--- src/rtl/muldiv_unit.sv ---
// Iterative RV32M multiply/divide unit: shift-add multiply, restoring divide.
// Define MULDIV_EARLY_OUT_EN to skip CALC for zero operands and div special cases.
module muldiv_unit #(
  parameter int XLEN = 32
) (
  input  logic            clk,
  input  logic            reset,
  input  logic            start,
  input  logic [2:0]      func3,
  input  logic [XLEN-1:0] opA,
  input  logic [XLEN-1:0] opB,
  output logic            stall,
  output logic            done,
  output logic [XLEN-1:0] result
);

  localparam int CW = $clog2(XLEN);

  typedef enum logic [1:0] {IDLE, CALC, FINISH, DONE} state_t;

  state_t            state_q, state_d;
  logic [CW-1:0]     cnt_q, cnt_d;
  logic [2:0]        f3_q, f3_d;
  logic [XLEN-1:0]   a_q, a_d;
  logic [XLEN-1:0]   b_q, b_d;
  logic [XLEN-1:0]   res_q, res_d;
  logic [2*XLEN-1:0] acc_q, acc_d;
  logic              sa_q, sa_d;
  logic              sb_q, sb_d;
  logic              dz_q, dz_d;
  logic              ov_q, ov_d;

  logic              is_div, sgn_a, sgn_b;
  logic              neg_a, neg_b, zero_b, ovf, early;
  logic [XLEN-1:0]   mag_a, mag_b;
  logic [XLEN:0]     sum, rem_sh, diff;
  logic [2*XLEN-1:0] mul_nx, div_nx, prod;
  logic [XLEN-1:0]   quo, rem, sel;

  assign is_div = func3[2];
  assign sgn_a  = is_div ? !func3[0] : (func3 != 3'b011);
  assign sgn_b  = is_div ? !func3[0] : !func3[1];
  assign neg_a  = sgn_a & opA[XLEN-1];
  assign neg_b  = sgn_b & opB[XLEN-1];
  assign mag_a  = neg_a ? -opA : opA;
  assign mag_b  = neg_b ? -opB : opB;
  assign zero_b = (opB == '0);
  assign ovf    = is_div & !func3[0] & (&opB)
                & (opA == {1'b1, {(XLEN-1){1'b0}}});

`ifdef MULDIV_EARLY_OUT_EN
  assign early = is_div ? (zero_b | ovf) : ((opA == '0) | zero_b);
`else
  assign early = 1'b0;
`endif

  // Multiply: acc = {partial product, remaining multiplier bits}
  assign sum    = {1'b0, acc_q[2*XLEN-1:XLEN]}
                + (acc_q[0] ? {1'b0, b_q} : '0);
  assign mul_nx = {sum, acc_q[XLEN-1:1]};

  // Divide: acc = {remainder, quotient/dividend bits}
  assign rem_sh = acc_q[2*XLEN-1:XLEN-1];
  assign diff   = rem_sh - {1'b0, b_q};
  assign div_nx = diff[XLEN]
                ? {acc_q[2*XLEN-2:0], 1'b0}
                : {diff[XLEN-1:0], acc_q[XLEN-2:0], 1'b1};

  assign prod = (sa_q ^ sb_q) ? -acc_q : acc_q;
  assign quo  = (sa_q ^ sb_q) ? -acc_q[XLEN-1:0] : acc_q[XLEN-1:0];
  assign rem  = sa_q ? -acc_q[2*XLEN-1:XLEN] : acc_q[2*XLEN-1:XLEN];

  always_comb begin
    sel = '0;
    unique case (f3_q)
      3'b000:                 sel = prod[XLEN-1:0];
      3'b001, 3'b010, 3'b011: sel = prod[2*XLEN-1:XLEN];
      3'b100, 3'b101:         sel = dz_q ? '1 : (ov_q ? a_q : quo);
      default:                sel = dz_q ? a_q : (ov_q ? '0 : rem);
    endcase
  end

  always_comb begin
    state_d = state_q;
    cnt_d   = cnt_q;
    f3_d    = f3_q;
    a_d     = a_q;
    b_d     = b_q;
    acc_d   = acc_q;
    sa_d    = sa_q;
    sb_d    = sb_q;
    dz_d    = dz_q;
    ov_d    = ov_q;
    res_d   = res_q;
    unique case (state_q)
      IDLE: begin
        if (start) begin
          f3_d    = func3;
          a_d     = opA;
          b_d     = mag_b;
          acc_d   = {{XLEN{1'b0}}, zero_b ? '0 : mag_a};
          sa_d    = neg_a;
          sb_d    = neg_b;
          dz_d    = is_div & zero_b;
          ov_d    = ovf;
          cnt_d   = CW'(XLEN - 1);
          state_d = early ? FINISH : CALC;
        end
      end
      CALC: begin
        acc_d = f3_q[2] ? div_nx : mul_nx;
        if (cnt_q == '0) state_d = FINISH;
        else cnt_d = cnt_q - CW'(1);
      end
      FINISH: begin
        res_d   = sel;
        state_d = DONE;
      end
      default: state_d = IDLE;
    endcase
  end

  always_ff @(posedge clk) begin
    if (reset) begin
      state_q <= IDLE;
      cnt_q   <= '0;
      f3_q    <= '0;
      a_q     <= '0;
      b_q     <= '0;
      acc_q   <= '0;
      sa_q    <= 1'b0;
      sb_q    <= 1'b0;
      dz_q    <= 1'b0;
      ov_q    <= 1'b0;
      res_q   <= '0;
    end else begin
      state_q <= state_d;
      cnt_q   <= cnt_d;
      f3_q    <= f3_d;
      a_q     <= a_d;
      b_q     <= b_d;
      acc_q   <= acc_d;
      sa_q    <= sa_d;
      sb_q    <= sb_d;
      dz_q    <= dz_d;
      ov_q    <= ov_d;
      res_q   <= res_d;
    end
  end

  assign stall  = (start && state_q == IDLE)
                || state_q == CALC || state_q == FINISH;
  assign done   = (state_q == DONE);
  assign result = res_q;

endmodule

--- config.mk ---
export PLATFORM = sky130hd
export DESIGN_NAME = muldiv_unit
export DESIGN_NICKNAME = d
export VERILOG_FILES = /design/src/rtl/muldiv_unit.sv
export SDC_FILE = /design/constraint.sdc
export NUM_CORES = 1
export LEC_CHECK = 0
export ABC_AREA = 1
export BUFFER_PORTS_ARGS = -buffer_cell sky130_fd_sc_hd__buf_2
export CAP_MARGIN = 10
export CORE_UTILIZATION = 55
export DETAILED_ROUTE_END_ITERATION = 10
export PLACE_DENSITY = 0.72
export SLEW_MARGIN = 10
export SYNTH_ARGS = -nofsm -noshare
export SYNTH_HDL_FRONTEND = slang
export SYNTH_SLANG_ARGS = --single-unit
--- constraint.sdc ---
create_clock -name clk -period 6.65 [get_ports clk]
set_clock_uncertainty 0.15 [all_clocks]
set_input_delay 0.665 -clock clk [delete_from_list [all_inputs] [get_ports clk]]
set_output_delay 0.665 -clock clk [all_outputs]
set_load 0.01 [all_outputs]
==> metrics.md <==
| Metric | Value |
|---|---|
| Status | `finished, final reports clean` |
| ANT cells | `0` |
| Vias per inst | `6.19` |
| Relative slew slack | `0.137` |
| Critical Path Start | `state_q[1]` |
| H-Tree Depth | `4` |
| Hold WC Path Type | `reg2reg` |
| Syn Inst Count | `3291` |
| Gr usage total | `0.467` |
| Clock Latency Late Sink | `0.48 ns` |
| Via count | `23300` |
| Final wirelength | `79700 um` |
| Leakage | `9.93 nW` |
| FF+latch count, synth | `between 150 and 200` |
| Layout Nets | `3456` |
| Clock power frac | `0.145` |
| Startpoint Class | `register` |
| Combinational power share | `0.627` |
| Hold path start | `result[24]` |
| Post-CTS setup buffer count | `0` |
| Syn avg cell area | `5.58 um^2` |
| Psw | `0.00458 W` |
| Max FO, Critical Path | `67` |
| Residual DRC | `0` |
| Share of layout cells above drive strength 1 | `0.0867` |
| Slew @ Worst Pin | `roughly 1.3 ns` |
| DIE WIDTH | `185 um` |
| Cell area after synthesis | `18400 um^2` |
| CP required | `6.83 ns` |
| Cts hold-fix bufs | `0` |
| Crit Path Class | `reg2reg` |
| Worst VDD drop | `0.410 mV` |
| Total nets after synthesis | `3438` |
| Crit end category | `register` |
| Detailed Place HPWL | `61600 um` |
| # rows | `66` |
| Area growth from synthesis to final layout | `7.43%` |
| # port buffers | `103` |
| Fmax | `between 200 and 300 MHz` |
| Power Total | `0.00782 W` |
| CTS sink cnt | `174` |
| R2R Path Start | `state_q[1]` |
| Endpoints failing hold | `0` |
| Initial DRC count | `between 3000 and 4000` |
| Final setup vio count | `0` |
| Overflow after GRT | `0` |
| Pwr dens | `396 nW/um^2` |
| Routability congestion estimate | `1.09` |
| Share of flip-flops with an asynchronous set or reset | `0` |
| Pin count of the biggest net entering global routing | `92` |
| Main synth FF type | `dfxtp_1` |
| CTS root buf | `clkbuf_16` |
| Fin. max-slew vios | `0` |
| Final worst path period need | `3.60 ns` |
| Core footprint | `32700 um^2` |
| Number of synthesis warnings | `0` |
| Most used cell, CP | `inv_1` |
| Int Power | `around 0.0032 W` |
| Flop pwr share | `0.228` |
| Post-synthesis sequential area ratio | `0.190` |
| First-pass DRT Iterations | `6` |
| Initial antenna violation count | `1` |
| Vias in the first global route | `20500` |
| CTS tree | `built` |
| Top delay family on crit path | `buffers and inverters` |
| EDFF count, synth | `0` |
| Initial core utilization | `0.561` |
| First-pass GRT wire length | `120000 um` |
| Switching share of power | `0.586` |
| Io pins | `104` |
| Delay of the slowest critical-path stage | `0.63 ns` |
| Avg WL per Cell | `around 21 um` |
| Worst path arrival time | `~3.8 ns` |
| Slowest-stage cell, CP | `inv_1` |
| Final period util | `0.541` |
| Buf+Inv Stages, Crit Path | `4` |
| Antenna-violating nets left | `0` |
| Die ar. | `34100 um^2` |
| Longest Clk Path Bufs | `2` |
| Post-synth cell types | `52` |
| Unrepaired setup endpoints after global routing | `false` |
| Clk slew on worst S/H paths | `~0.090 ns` |
| Setup TNS | `0 ns` |
| Die Span Y | `~180 um` |
| Worst-path cell chain | `inv_1 > ha_1 > inv_1 > o21ai_4 > buf_4 > nand2_1 > nor3_1 > inv_1 > o21ai_0 > a31oi_1` |
| CTS Buf Count | `17` |
| Max_cap viols | `0` |
| Post_cts resized | `0` |
[Yosys cell counts (all sizes together), types with 4 or more instances]
| library cell | count | share of area |
|---|---|---|
| a21o | 6 | 0.0025 |
| nand3 | 305 | 0.087 |
| xnor2 | 13 | 0.0062 |
| nor3 | 37 | 0.011 |
| nand3b | 10 | 0.0041 |
| a21oi | 337 | 0.096 |
| ha | 75 | 0.051 |
| inv | 455 | 0.093 |
| nand4 | 52 | 0.018 |
| xor2 | 40 | 0.019 |
| clkbuf | 93 | 0.019 |
| nor4 | 14 | 0.0048 |
| nand2 | 931 | 0.20 |
| o21bai | 10 | 0.0041 |
| nor2 | 319 | 0.069 |
| a31oi | 45 | 0.015 |
| and2 | 7 | 0.0024 |
| a211oi | 4 | 0.0016 |
| or2 | 6 | 0.0020 |
| o211ai | 16 | 0.0065 |
| dfxtp | 174 | 0.19 |
| buf | 38 | 0.013 |
| o21ai | 285 | 0.079 |
[layout by cell type, fill, tap and decap left out, drive strengths merged, types with 4 or more instances in the layout]
master  count
nand4      52
a211oi      4
inv       464
nor2      319
dfxtp     174
o21ai     285
clkinv      9
xor2       40
xnor2      13
ha         75
nor3       37
or2         6
o21bai     10
and2        7
a21o        6
a31oi      45
nand2     931
nand3     305
nor4       14
o211ai     16
nand3b     10
buf       130
clkbuf     17
a21oi     337
[registers in the layout, summed over array words and instances (netlist names), 2 cells and up]
| signal | flops |
|---|---|
| result | 32 |
| b_q | 32 |
| state_q | 2 |
| f3_q | 3 |
| cnt_q | 5 |
| a_q | 32 |
| acc_q | 64 |
[area by class of cell]
cell class / instances / area (um^2)
Clock buffer: 17 / 425
Clock inverter: 15 / 215
Fill cell: 3336 / 13000
Inverter: 458 / 1720
Multi-Input combinational cell: 2528 / 12600
Sequential cell: 174 / 3490
Tap cell: 442 / 553
Timing Repair Buffer: 130 / 718
[worst paths after layout]
| check | to | slack, ns | depth (start not counted) |
|---|---|---|---|
| worst min register to register | result[24] | 0.31 | 2 |
| worst max-delay path | cnt_q[4] | 3.05 | 10 |
| worst max register to register | cnt_q[4] | 3.05 | 10 |
| worst min-delay path | result[24] | 0.31 | 2 |
[kinds of logic after synthesis]
group	count (synthesis)	share of synthesized area
flip-flops	174	0.190
AND/OR/NAND/NOR	1682	0.396
adder cells (fa/ha/maj)	77	0.0533
XOR/XNOR	53	0.0253
AO/OA/AOI/OAI	716	0.210
buffers and inverters	589	0.126
[worst min-delay path: stages (launching register included)]
cell,delay (ns)
dfxtp_1,0.31
nand2_1,0.06
a21oi_1,0.05
[metal layers]
metal  share of wire  track usage  up-vias
met5         0.00087            0        -
met3            0.18        0.186      202
met4           0.033        0.139        4
met2            0.38        0.637     1782
li1                -            -    10800
met1            0.41        0.661    10500
[stage by stage]
stage	util	hold slack, ns	std cells	area, um^2	setup slack [ns]
floorplan	-	0.283	3291	18400	4.01
global placement	0.584	0.300	3732	19100	3.39
detailed placement	0.584	0.303	3732	19100	3.21
CTS	0.603	0.310	3764	19700	3.21
global route	0.603	0.331	3764	19700	2.86
finish	0.603	0.313	3764	19700	3.05
[power groups by stage]
stage	Sequential (W)	Combinational, W	Clock [W]
detailed placement	0.00175	0.00466	0
global placement	0.00174	0.00459	0
global route	0.00179	0.00533	0.00116
finish	0.00179	0.00490	0.00113
floorplan	0.00153	0.00337	0
CTS	0.00173	0.00468	0.00112
No activity file was read; power rests on OpenSTA's default activity.
